--- src/rtl/ssb_arbiter.sv ---
// Shared system bus interconnect: arbitrates several request/grant hosts onto
// one device bus, decodes the address to a fixed-latency device and routes the
// one-cycle-later response back to the host that was granted.
module ssb_arbiter #(
  parameter int                    NrHosts       = 3,
  parameter int                    NrDevices     = 2,
  parameter bit                    ArbRoundRobin = 1'b1,
  parameter logic [NrDevices*32-1:0] DevStart    = {32'h1a110000, 32'h00000000},
  parameter logic [NrDevices*32-1:0] DevMask     = {32'h0000ffff, 32'h0000ffff}
) (
  input  logic                    clk_sys_i,
  input  logic                    rst_sys_ni,
  input  logic [NrHosts-1:0]      host_req_i,
  input  logic [NrHosts*32-1:0]   host_addr_i,
  input  logic [NrHosts-1:0]      host_we_i,
  input  logic [NrHosts*4-1:0]    host_be_i,
  input  logic [NrHosts*32-1:0]   host_wdata_i,
  output logic [NrHosts-1:0]      host_gnt_o,
  output logic [NrHosts-1:0]      host_rvalid_o,
  output logic [NrHosts-1:0]      host_err_o,
  output logic [31:0]             host_rdata_o,
  output logic [NrDevices-1:0]    dev_req_o,
  output logic [31:0]             dev_addr_o,
  output logic                    dev_we_o,
  output logic [3:0]              dev_be_o,
  output logic [31:0]             dev_wdata_o,
  input  logic [NrDevices*32-1:0] dev_rdata_i
);

  localparam int IdxW = (NrHosts > 1) ? $clog2(NrHosts) : 1;

  logic [IdxW-1:0]      last_q, last_d;
  logic [NrHosts-1:0]   gnt_host_q, gnt_host_d;
  logic [NrDevices-1:0] hit_dev_q, hit_dev_d;
  logic                 miss_q, miss_d;

  logic [NrHosts-1:0]   upper_mask;
  logic [NrHosts-1:0]   req_upper;
  logic [NrHosts-1:0]   req_pick;
  logic [NrHosts-1:0]   gnt;
  logic                 any_gnt;
  logic [NrDevices-1:0] hit;
  logic [NrDevices-1:0] hit_first;

  // Hosts strictly above the last winner get first pick in round-robin mode
  for (genvar gi = 0; gi < NrHosts; gi++) begin : g_mask
    assign upper_mask[gi] = (IdxW'(gi) > last_q);
  end

  assign req_upper = host_req_i & upper_mask;

  // Round-robin searches above last_q first and wraps to the bottom; fixed
  // priority always searches from host 0. Lowest set bit of the chosen set wins.
  always_comb begin
    req_pick = host_req_i;
    if (ArbRoundRobin && (|req_upper)) begin
      req_pick = req_upper;
    end
  end

  assign gnt        = req_pick & (~req_pick + NrHosts'(1));
  assign any_gnt    = |gnt;
  assign host_gnt_o = gnt;

  // Encode the one-hot grant into an index for the round-robin pointer
  always_comb begin
    last_d = '0;
    for (int h = 0; h < NrHosts; h++) begin
      last_d |= IdxW'(h) & {IdxW{gnt[h]}};
    end
  end

  // Drive the shared device bus from the granted host; all zero when idle
  always_comb begin
    dev_addr_o  = '0;
    dev_we_o    = 1'b0;
    dev_be_o    = '0;
    dev_wdata_o = '0;
    for (int h = 0; h < NrHosts; h++) begin
      dev_addr_o  |= host_addr_i[h*32 +: 32]  & {32{gnt[h]}};
      dev_we_o    |= host_we_i[h]             & gnt[h];
      dev_be_o    |= host_be_i[h*4 +: 4]      & {4{gnt[h]}};
      dev_wdata_o |= host_wdata_i[h*32 +: 32] & {32{gnt[h]}};
    end
  end

  // Address decode per device window
  for (genvar gi = 0; gi < NrDevices; gi++) begin : g_decode
    assign hit[gi] = ((dev_addr_o & ~DevMask[gi*32 +: 32]) == DevStart[gi*32 +: 32]);
  end

  // Overlapping windows resolve to the lowest device index
  assign hit_first = hit & (~hit + NrDevices'(1));
  assign dev_req_o = any_gnt ? hit_first : '0;

  // Response bookkeeping captured on the grant cycle
  always_comb begin
    gnt_host_d = gnt;
    hit_dev_d  = dev_req_o;
    miss_d     = any_gnt & ~(|hit);
  end

  // Response-select registers and round-robin pointer
  always_ff @(posedge clk_sys_i or negedge rst_sys_ni) begin
    if (!rst_sys_ni) begin
      gnt_host_q <= '0;
      hit_dev_q  <= '0;
      miss_q     <= 1'b0;
      last_q     <= IdxW'(NrHosts - 1);
    end else begin
      gnt_host_q <= gnt_host_d;
      hit_dev_q  <= hit_dev_d;
      miss_q     <= miss_d;
      if (any_gnt) begin
        last_q <= last_d;
      end
    end
  end

  // Return path: read data of the device hit last cycle, zero on a miss
  always_comb begin
    host_rdata_o = '0;
    for (int d = 0; d < NrDevices; d++) begin
      host_rdata_o |= dev_rdata_i[d*32 +: 32] & {32{hit_dev_q[d]}};
    end
  end

  assign host_rvalid_o = gnt_host_q;
  assign host_err_o    = gnt_host_q & {NrHosts{miss_q}};

endmodule

--- config.mk ---
export PLATFORM = sky130hd
export DESIGN_NAME = ssb_arbiter
export DESIGN_NICKNAME = d
export VERILOG_FILES = /design/src/rtl/ssb_arbiter.sv
export SDC_FILE = /design/constraint.sdc
export NUM_CORES = 1
export LEC_CHECK = 0
export CAP_MARGIN = 20
export CORE_AREA = 2 2 152 154
export CTS_CLUSTER_SIZE = 12
export DETAILED_ROUTE_END_ITERATION = 10
export DIE_AREA = 0 0 154 156
export SLEW_MARGIN = 5
export SYNTH_ARGS = -nofsm -noshare
export SYNTH_HDL_FRONTEND = slang
export SYNTH_SLANG_ARGS = --single-unit
--- constraint.sdc ---
create_clock -name clk_sys_i -period 4.3 [get_ports clk_sys_i]
set_input_delay 0.43 -clock clk_sys_i [delete_from_list [all_inputs] [get_ports clk_sys_i]]
set_output_delay 0.43 -clock clk_sys_i [all_outputs]
set_load 0.02 [all_outputs]
==> results of run 1 <==
## state kept, by name, indices dropped and copies added (netlist names)
signal	count
hit_dev_q	2
host_rvalid_o	3
last_q	2
miss_q	1
## placed cells by master (no fill, tap or decap), drive strengths merged
cell	instances
a21o	4
nand2b	1
dfrtp	7
and2	3
o21ai	1
nor2b	1
or3	1
dfstp	1
inv	67
nand4	4
a222oi	67
and2b	1
o21a	1
nand3	1
o2bb2ai	1
nand2	1
clkbuf	4
clkdlybuf4s50	387
diode	1
a22o	35
nor2	6
nor3	2
buf	7
## logic make-up (layout without fill, tap and decap cells)
group,Yosys count,count (layout),synth area share
buffers and inverters,94,465,0.210
other,0,1,0
AO/OA/AOI/OAI,109,109,0.602
AND/OR/NAND/NOR,21,21,0.0705
flip-flops,8,8,0.117
## layer usage
| metal | vias up | global-route usage | share of wire |
|---|---|---|---|
| met5 | - | 0 | 0.0017 |
| li1 | 1707 | - | - |
| met2 | 288 | 0.222 | 0.53 |
| met4 | 4 | 0.0245 | 0.014 |
| met3 | 14 | 0.0483 | 0.13 |
| met1 | 1715 | 0.113 | 0.33 |
## final cells by class
type	instances	area, um^2
well taps	285	357
fillers	2393	16400
multi-input cells	130	1180
clock buffers	4	78.8
diodes	1	2.50
inverters	67	251
repair buffers	394	3950
flip-flops and latches	8	201
## how the worst max path moves through the flow
stage	from	to	cells past startpoint	slack, ps
floorplan	last_q[1]$_DFFE_PN1P_	dev_req_o[0]	7	1600
global placement	host_req_i[1]	dev_req_o[0]	9	460
detailed placement	host_req_i[1]	dev_req_o[0]	9	360
CTS	host_req_i[1]	dev_req_o[0]	9	360
global route	host_req_i[1]	dev_req_o[0]	9	140
finish	host_req_i[1]	dev_req_o[0]	9	380
## metrics by stage
stage,hold WS (ps),std cells,util,instance area (um^2),power (mW)
6_report,499,889,0.269,6010,1.21
5_1_grt,534,888,0.269,6010,1.29
4_1_cts,515,887,0.268,5980,1.23
3_5_place_dp,503,883,0.264,5910,1.05
3_3_place_gp,502,883,0.264,5910,1.05
2_1_floorplan,134,232,-,1720,0.470
## where the power goes
group,switching (mW),internal (mW)
logic,0.437,0.524
registers,0.00471,0.0833
clock network,0.0389,0.124
total,0.480,0.731
==> results.md, run 1 <==
* Outcome: completed
* Largest clock skew in the final design at 0.915 ps
* Total of buffers placed on input and output ports at 387
* Post-detailed-route via-to-cell ratio at 4.19
* Synthesized Nets at 508
* Syn-to-layout area delta at 250%
* Final setup fails at 0
* Insertion delay to the later sink of the worst-skew pair at 230 ps
* Effective utilization at floorplan at 0.0769
* Final weighted congestion of routability-driven global placement at 0.791
* Gate Count Post-Synth at 232
* Pin count of the biggest net entering global routing at 39
* Critical path startpoint category: input pin
* EDFF count, synth at 0
* Cell breakdown of the critical path: clkdlybuf4s50_1 > and2b_1 > nor2_1 > o21a_4 > a222oi_1 > nand4_1 > or3_4 > nor3_2 > clkdlybuf4s50_1
* Number of register bits inferred by synthesis at 8
* Number of max-cap violations at 0
* Die X-Extent at 154 um
* Final layout net count at 880
* Endpoint class of the critical path: primary output
* Post-synthesis instance area at 1720 um^2
* Via count at 3728
* Async SR Flop Fraction at 1.00
* Peak Freq at 0.255 GHz
* Hold/Removal Path Class: in2async
* Worst Tran Pin Value at 992 ps
* Layout cell share with drive strength beyond 1 at 0.0265
* CTS H-tree depth at 1
* Setup Total Neg Slack at 0 ps
* Mean post-synth cell area at 7.42 um^2
* Post-layout min period at 3920 ps
* Clock tree from TritonCTS: yes
* Maximum root-to-sink buffer count at 2
* Count of endpoints failing hold in the final timing report at 0
* Worst endpoint data arrival time at 3490 ps
* Total congestion overflow at 0
* Distinct cell type count after synthesis at 24
* Worst ir drop on vdd at 0.0915 mV
* Mean routed wirelength per cell at 17.4 um
* Placement-stage worst setup slack at 363 ps
* Reg2reg path depth at 7
* Top cells by instance count after synthesis: a222oi_1 (67), inv_1 (67), a22o_1 (35)
* First-pass GRT wire length at 21.3 mm
* Leak Pwr at 2.43 nW
* Ratio of final minimum period to clock period at 0.912
* DR pass1 iterations at 9
* GRT Total Usage at 0.114
* Most prevalent standard cell on the critical path: clkdlybuf4s50_1
* Final wirelength at 15.5 mm
* Clock slew seen by the registers of the worst setup and hold paths at 40 ps
* Number of clock sinks at 8
* Highest net fanout along the worst path at 13
* Floorplan row count at 55
* Buffers plus inverters on the worst setup path at 2
* Die Outline Area at 24000 um^2
* Total of cells resized after clock tree synthesis at 0
* Power per standard cell area at 201 nW/um^2
* Most used flip-flop cell after synthesis: dfrtp_1
* Category of the critical setup timing path: in2out
* Req. time, crit path at 3870 ps
* Residual DRC at 0
* Setup slack on the worst flop-to-flop path at 1890 ps
* Max Slew Vio Count at 0
* Number of buffers inserted during clock tree synthesis at 3
* Crit path largest cell delay at 650 ps
* Antenna Nets Post-Route at 0
* Kind of cell adding the most delay to the critical path: buffers and inverters
* Worst setup margin at 377 ps
* Sequential-to-total area share from yosys stat at 0.117
* Hold_buf cts at 0
* Unrepaired setup endpoints after global routing: false
* Reg-to-Reg Start: last_q[0]$_DFFE_PN0P_
* Relative slew slack at 0.339
* Capture point of the worst reg-to-reg path: hit_dev_q[0]$_DFF_PN0_
* Top cells by area in the synthesized netlist: a222oi_1 (39%), a22o_1 (18%), inv_1 (15%), dfrtp_1 (10%), clkbuf_1 (3.5%)
* Die span in y at 156 um
* Number of setup buffers added after CTS at 0
* Number of warning messages in the yosys log at 0
* Num ports at 388
* Floorplan core area at 22400 um^2
* Post-detail-place hpwl at 13.4 mm
* First-iteration detailed-routing DRC count at 476
* Cell accounting for the most synthesized area: a222oi_1
* Via count of the first global-routing pass at 3714
* CTS Root Cell: clkbuf_16
* Number of antenna violations at the first check in global routing at 3
* Worst-path cell with the longest stage delay: clkdlybuf4s50_1
* Area share of the largest cell type after synthesis at 0.390
Power figures use the tool's default switching activity.
==> run 2: changes to the inputs <==
--- a/config.mk
+++ b/config.mk
@@ -7,7 +7,6 @@
 export LEC_CHECK = 0
 export CAP_MARGIN = 20
 export CORE_AREA = 2 2 152 154
-export CTS_CLUSTER_SIZE = 12
 export DETAILED_ROUTE_END_ITERATION = 10
 export DIE_AREA = 0 0 154 156
 export SLEW_MARGIN = 5
==> results of run 2 <==
Final layout, timing and power as in run 1 (identical DEF).
==> run 3: changes to the inputs <==
--- a/config.mk
+++ b/config.mk
@@ -9,6 +9,7 @@
 export CORE_AREA = 2 2 152 154
 export DETAILED_ROUTE_END_ITERATION = 10
 export DIE_AREA = 0 0 154 156
+export SETUP_SLACK_MARGIN = 0.05
 export SLEW_MARGIN = 5
 export SYNTH_ARGS = -nofsm -noshare
 export SYNTH_HDL_FRONTEND = slang
==> results of run 3 <==
Final layout, timing and power as in run 1 (identical DEF).
